$ cat src/rtl/btn_evt_pkg.sv
// Shared definitions for the button event decoder: event codes, per-channel
// FSM state encoding and width helpers for the queued event record.
package btn_evt_pkg;

    localparam logic [1:0] EVT_PRESS   = 2'd0;
    localparam logic [1:0] EVT_RELEASE = 2'd1;
    localparam logic [1:0] EVT_LONG    = 2'd2;
    localparam logic [1:0] EVT_REPEAT  = 2'd3;

    typedef enum logic [1:0] {
        ST_IDLE    = 2'd0,
        ST_PRESSED = 2'd1,
        ST_HELD    = 2'd2
    } btn_state_t;

    // Channel index width, never narrower than one bit
    function automatic int chan_width(input int ports);
        return (ports > 1) ? $clog2(ports) : 1;
    endfunction

    // Queued record is {channel, code}
    function automatic int evt_rec_width(input int chan_w);
        return chan_w + 2;
    endfunction

endpackage

$ cat src/rtl/btn_evt_fifo.sv
// Small synchronous FIFO holding {channel, code} event records. The head is
// read straight out of registered storage so it stays put under backpressure.
// The caller never pushes when full unless it pops in the same cycle, and
// never pops when empty.
module btn_evt_fifo #(
    parameter int WIDTH = 4,
    parameter int DEPTH = 4
) (
    input  logic             clk,
    input  logic             rst_n,
    input  logic             push,
    input  logic [WIDTH-1:0] push_data,
    input  logic             pop,
    output logic [WIDTH-1:0] head,
    output logic             full,
    output logic             empty
);

    localparam int AW = $clog2(DEPTH);

    logic [WIDTH-1:0] mem [DEPTH];
    logic [AW-1:0]    wr_ptr;
    logic [AW-1:0]    rd_ptr;
    logic [AW:0]      count;

    // Storage, pointers and occupancy; pointers wrap naturally at DEPTH
    always_ff @(posedge clk or negedge rst_n) begin
        if (!rst_n) begin
            for (int i = 0; i < DEPTH; i++) begin
                mem[i] <= '0;
            end
            wr_ptr <= '0;
            rd_ptr <= '0;
            count  <= '0;
        end else begin
            if (push) begin
                mem[wr_ptr] <= push_data;
                wr_ptr      <= wr_ptr + 1'b1;
            end
            if (pop) begin
                rd_ptr <= rd_ptr + 1'b1;
            end
            if (push && !pop) begin
                count <= count + 1'b1;
            end else if (pop && !push) begin
                count <= count - 1'b1;
            end
        end
    end

    assign head  = mem[rd_ptr];
    assign full  = (count == (AW + 1)'(DEPTH));
    assign empty = (count == '0);

endmodule

$ cat src/rtl/button_event_decoder.sv
// Turns debounced button levels into queued PRESS / RELEASE / LONG / REPEAT
// events tagged with their channel, delivered over a valid/ready stream.
// Optional feature macro: BTN_EVT_REPEAT_EN enables REPEAT generation in HELD.
module button_event_decoder
    import btn_evt_pkg::*;
#(
    parameter int PORT_WIDTH    = 4,
    parameter int LONG_CLOCKS   = 1000000,
    parameter int REPEAT_CLOCKS = 250000,
    parameter int FIFO_DEPTH    = 4
) (
    input  logic                                clk,
    input  logic                                rst_n,
    input  logic [PORT_WIDTH-1:0]               btn_in,
    output logic                                evt_valid,
    input  logic                                evt_ready,
    output logic [chan_width(PORT_WIDTH)-1:0]   evt_chan,
    output logic [1:0]                          evt_code,
    output logic                                overflow,
    input  logic                                overflow_clr
);

    localparam int CHAN_W = chan_width(PORT_WIDTH);
    localparam int REC_W  = evt_rec_width(CHAN_W);
`ifdef BTN_EVT_REPEAT_EN
    localparam int MAX_CLOCKS = (LONG_CLOCKS > REPEAT_CLOCKS) ? LONG_CLOCKS : REPEAT_CLOCKS;
`else
    localparam int MAX_CLOCKS = LONG_CLOCKS;
`endif
    localparam int CNT_W = $clog2(MAX_CLOCKS);
    localparam logic [CNT_W-1:0] LONG_TC = CNT_W'(LONG_CLOCKS - 1);
`ifdef BTN_EVT_REPEAT_EN
    localparam logic [CNT_W-1:0] REPEAT_TC = CNT_W'(REPEAT_CLOCKS - 1);
`endif

    logic [PORT_WIDTH-1:0] prev;
    logic                  primed;
    logic [PORT_WIDTH-1:0] pend_valid;
    logic [1:0]            pend_code [PORT_WIDTH];
    logic [PORT_WIDTH-1:0] grant;
    logic [PORT_WIDTH-1:0] drop;
    logic                  found;
    logic [CHAN_W-1:0]     grant_chan;
    logic [1:0]            grant_code;
    logic                  fifo_full;
    logic                  fifo_empty;
    logic                  pop;
    logic                  can_accept;
    logic [REC_W-1:0]      head;

    // Previous levels; the first clock after reset only captures them so a
    // button already held through reset does not look like a fresh press
    always_ff @(posedge clk or negedge rst_n) begin
        if (!rst_n) begin
            prev   <= '0;
            primed <= 1'b0;
        end else begin
            prev   <= btn_in;
            primed <= 1'b1;
        end
    end

    for (genvar g = 0; g < PORT_WIDTH; g++) begin : g_chan
        btn_state_t       state;
        logic [CNT_W-1:0] cnt;
        logic             rise;
        logic             fall;
        logic             held_high;
        logic             ch_emit;
        logic [1:0]       ch_code;
        logic             ch_pend;
        logic [1:0]       ch_pend_code;

        assign rise      = primed & btn_in[g] & ~prev[g];
        assign fall      = primed & ~btn_in[g] & prev[g];
        assign held_high = btn_in[g] & prev[g];

        // Event decode; a fall always beats a terminal count in the same cycle
        always_comb begin
            ch_emit = 1'b0;
            ch_code = EVT_PRESS;
            if (rise) begin
                ch_emit = 1'b1;
                ch_code = EVT_PRESS;
            end else if (fall && state != ST_IDLE) begin
                ch_emit = 1'b1;
                ch_code = EVT_RELEASE;
            end else if (held_high && state == ST_PRESSED && cnt == LONG_TC) begin
                ch_emit = 1'b1;
                ch_code = EVT_LONG;
`ifdef BTN_EVT_REPEAT_EN
            end else if (held_high && state == ST_HELD && cnt == REPEAT_TC) begin
                ch_emit = 1'b1;
                ch_code = EVT_REPEAT;
`endif
            end
        end

        // Channel FSM, hold counter and one-entry pending register
        always_ff @(posedge clk or negedge rst_n) begin
            if (!rst_n) begin
                state        <= ST_IDLE;
                cnt          <= '0;
                ch_pend      <= 1'b0;
                ch_pend_code <= EVT_PRESS;
            end else begin
                if (rise) begin
                    state <= ST_PRESSED;
                    cnt   <= '0;
                end else if (fall && state != ST_IDLE) begin
                    state <= ST_IDLE;
                    cnt   <= '0;
                end else if (held_high && state == ST_PRESSED) begin
                    if (cnt == LONG_TC) begin
                        state <= ST_HELD;
                        cnt   <= '0;
                    end else begin
                        cnt <= cnt + 1'b1;
                    end
`ifdef BTN_EVT_REPEAT_EN
                end else if (held_high && state == ST_HELD) begin
                    if (cnt == REPEAT_TC) begin
                        cnt <= '0;
                    end else begin
                        cnt <= cnt + 1'b1;
                    end
`endif
                end

                if (ch_emit && (!ch_pend || grant[g])) begin
                    ch_pend      <= 1'b1;
                    ch_pend_code <= ch_code;
                end else if (grant[g]) begin
                    ch_pend <= 1'b0;
                end
            end
        end

        assign pend_valid[g] = ch_pend;
        assign pend_code[g]  = ch_pend_code;
        assign drop[g]       = ch_emit & ch_pend & ~grant[g];
    end

    assign pop        = evt_valid & evt_ready;
    assign can_accept = ~fifo_full | pop;

    // Fixed-priority arbiter: lowest pending channel wins one FIFO slot
    always_comb begin
        grant      = '0;
        found      = 1'b0;
        grant_chan = '0;
        grant_code = EVT_PRESS;
        for (int i = 0; i < PORT_WIDTH; i++) begin
            if (can_accept && pend_valid[i] && !found) begin
                found      = 1'b1;
                grant[i]   = 1'b1;
                grant_chan = CHAN_W'(i);
                grant_code = pend_code[i];
            end
        end
    end

    // Sticky drop flag; a drop in the same cycle as a clear keeps it set
    always_ff @(posedge clk or negedge rst_n) begin
        if (!rst_n) begin
            overflow <= 1'b0;
        end else if (|drop) begin
            overflow <= 1'b1;
        end else if (overflow_clr) begin
            overflow <= 1'b0;
        end
    end

    btn_evt_fifo #(
        .WIDTH (REC_W),
        .DEPTH (FIFO_DEPTH)
    ) u_fifo (
        .clk       (clk),
        .rst_n     (rst_n),
        .push      (found),
        .push_data ({grant_chan, grant_code}),
        .pop       (pop),
        .head      (head),
        .full      (fifo_full),
        .empty     (fifo_empty)
    );

    assign evt_valid = ~fifo_empty;
    assign evt_chan  = head[REC_W-1:2];
    assign evt_code  = head[1:0];

endmodule

$ cat config.mk
export PLATFORM = sky130hd
export DESIGN_NAME = button_event_decoder
export DESIGN_NICKNAME = d
export VERILOG_FILES = /design/src/rtl/btn_evt_pkg.sv /design/src/rtl/btn_evt_fifo.sv /design/src/rtl/button_event_decoder.sv
export SDC_FILE = /design/constraint.sdc
export NUM_CORES = 1
export LEC_CHECK = 0
export CAP_MARGIN = 40
export CORE_MARGIN = 8
export CORE_UTILIZATION = 30
export DETAILED_ROUTE_END_ITERATION = 8
export PLACE_DENSITY = 0.47
export SETUP_SLACK_MARGIN = 0.2
export SLEW_MARGIN = 20
export SYNTH_ARGS = -nofsm -noshare
export SYNTH_HDL_FRONTEND = slang
export SYNTH_SLANG_ARGS = --single-unit
export TNS_END_PERCENT = 5
$ cat constraint.sdc
create_clock -name clk -period 2.6 [get_ports clk]
set_input_delay 0.26 -clock clk [delete_from_list [all_inputs] [get_ports clk]]
set_output_delay 0.26 -clock clk [all_outputs]
set_load 0.03 [all_outputs]
==> results.ini <==
[status]
outcome = completed

[routing]
num_vias = 5182
drtIter0Drc = 309
detail_route.wl_per_cell_um = 14.92
route.detailed.drc = 0
first_pass_iters = 4
drtAntennaViolNets = 0
via_per_inst = 5.136
wirelength_um = 15060

[synthesis]
yosysWarnings = 0
syn_avg_cell_area_sq_um = 9.882
synth_area_leaders = dfrtp_1 47%, xor2_1 4.8%, nor2_1 4.0%
synth_ff_type = dfrtp_1
synth-async-reset-ratio_pct = 100.0
synth_common_cells = 129 x dfrtp_1, 73 x nor2_1, 43 x nand2_1
synth_seq_cells = 129
synth_cell_types = 66
synth.most_common_cell = dfrtp_1
yosys.area.top_type_share_pct = 47.48
syn_area_sq_mm = 0.006799
syn_nets = 706
postSynthCellCount = 688
ys_seq_area_share_pct = 47.48
synth-edff-count = 0
yosys.area.top_type = dfrtp_1

[floorplan]
initial_core_util_pct = 30.31
die_w_um = 166.5
core_sq_mm = 0.02243
dieHeight_um = 166.5
num_rows = 55
die-area_sq_mm = 0.02774
ios = 14

[pwr]
p_per_area_mw_per_mm2 = 804.6
p_seq_share_pct = 39.6
switching_share_pct = 28.20
combPwrFrac_pct = 19.8
p_leak_nw = 3.369
clkPwrFrac_pct = 40.7
netSwitchingPower_mw = 1.804
peakVddDrop_uv = 443.2
total_power_mw = 6.395
intPower_mw = 4.591

[sta]
hold_violations = 0
setup_viol = 0
min_period_ps = 2313
post-route-period-util_pct = 88.98
slew_headroom_pct = 50.00
tightest_slew_ps = 749.9
fin_setup_tns_ps = 0
skew_ps = 13.02
maxClockFrequency_mhz = 432.3
rsz0062_at_grt = false
slew_viol_final = 0

[clock_network]
cts.clk_slew.worst_paths_ps = 60
cts.sinks = 129
cts_setup_buffers = 0
clk-insertion-delay-late_ps = 410
clockBufferDepth = 2
cts_root_buffer = clkbuf_16
cts_buffers = 17
cts_tree = yes
htree_levels = 4

[placed_design]
gp_congestion = 0.7852
numPortBuffers = 13
dp_hpwl_um = 10410

[global_route]
grt_pass1_wl_um = 26530
grt-ovfl-total = 0
antenna_found_initial = 0
grt_pass1_vias = 5293
grt_start_max_net_pins = 74
track_usage_pct = 11.47

[setup_path]
end_kind = primary output
required_ps = 2340
worstSetupStartpointType = flop
crit_type = reg -> out
cp.arrival_ps = 2050
critPathMaxFanout = 6

[worst_hold_path]
min-delay-path-class = in -> async

[final_layout]
finalNetCount = 729
syn_to_final_growth_pct = 16.89
drive_gt1_share_pct = 10.91
num_antenna_cells = 0
fillers = 2273

[job]
cap_violations = 0

==> repair_timing <==
action | CTS | global route
setup endpoints to repair | 4 | 1
hold buffers | 1 | 0
endpoints found under the hold margin | 20 | 0
resized for setup | 1 | 1
pin swaps | 0 | 0
==> logic make-up after synthesis <==
family | Yosys count | share of synthesized area (%)
DFF | 129 | 47.48
other | 1 | 0.05516
AOI/OAI and AO/OA | 131 | 12.35
and+or+nand+nor | 292 | 23.65
adders and majority gates | 10 | 1.951
buffers and inverters | 48 | 3.257
xor gates and xnor gates | 57 | 7.343
muxes | 20 | 3.920
==> cell usage in the layout, fill, tap and decap left out, types with 20 or more instances in the layout <==
cell type	instances
nor2_1	73
a21oi_1	35
nand4_1	32
xor2_1	37
dfrtp_1	128
nand3_1	33
nand2_1	43
xnor2_1	20
inv_1	20
o21ai_0	38
==> per-layer routing <==
metal	routed length, um	track usage [%]	up-vias	part of all wire [%]
met5	0	0	-	0
met4	114	3.408	0	0.76
met3	481	2.931	10	3.2
met2	6930	17.81	57	46
met1	7531	15.47	2563	50
li1	-	-	2552	-
==> worst max-delay path, cell delays in order, from the launching register on <==
cell and delay (ps):
dfrtp_2 480, mux4_2 550, clkdlybuf4s50_1 610
==> state kept, by name, indices dropped and copies added, names as in the netlist <==
name / count
g_chan.ch_pend: 4
g_chan.ch_pend_code: 8
g_chan.cnt: 80
g_chan.state: 8
overflow: 1
prev: 4
primed: 1
u_fifo.count: 3
u_fifo.mem: 16
u_fifo.rd_ptr: 2
u_fifo.wr_ptr: 2
==> layout make-up <==
| cell class | count | area, sq um | share of cell area (%) |
|---|---|---|---|
| Clock inverter | 9 | 151.4 | 1.905 |
| Tap cell | 285 | 356.6 | 4.487 |
| Multi-Input combinational cell | 511 | 3349 | 42.14 |
| Sequential cell | 129 | 3229 | 40.63 |
| Inverter | 20 | 75.07 | 0.9446 |
| Clock buffer | 23 | 498.0 | 6.266 |
| Timing Repair Buffer | 32 | 287.8 | 3.621 |
==> stage by stage <==
stage / instances / cell area [sq um] / setup slack [ps] / util [%] / hold slack (ps)
floorplan: 688 / 6799 / 259.8 / - / -35.59
global route: 1009 / 7948 / 225.2 / 35.43 / 297.5
finish: 1009 / 7948 / 286.5 / 35.43 / 286.6
detailed placement: 976 / 7284 / 213.0 / 32.47 / 182.3
CTS: 1009 / 7945 / 241.8 / 35.42 / 289.6
global placement: 976 / 7284 / 378.0 / 32.47 / 180.0
==> worst paths after layout <==
path,end,startpoint,cells after the start,slack (ps)
setup reg to reg,g_chan[3].ch_pend_code[0],g_chan[3].cnt[15],6,390
hold reg to reg,u_fifo.mem[12],u_fifo.mem[12],2,480
setup / recovery,evt_code[1],u_fifo.rd_ptr[0],2,290
max in group asynchronous,g_chan[1].cnt[11],rst_n,3,1530
min in group clk,prev[1],btn_in[1],1,470
hold / removal,g_chan[2].cnt[8],rst_n,2,290
==> power groups by stage <==
stage / sequential (mW) / clock [mW] / combinational (mW)
6_report: 2.53 / 2.60 / 1.27
5_1_grt: 2.57 / 2.78 / 1.40
4_1_cts: 2.53 / 2.67 / 1.29
3_5_place_dp: 2.56 / 0 / 1.28
3_3_place_gp: 2.55 / 0 / 1.24
2_1_floorplan: 2.47 / 0 / 0.923
Power figures use the tool's default switching activity.
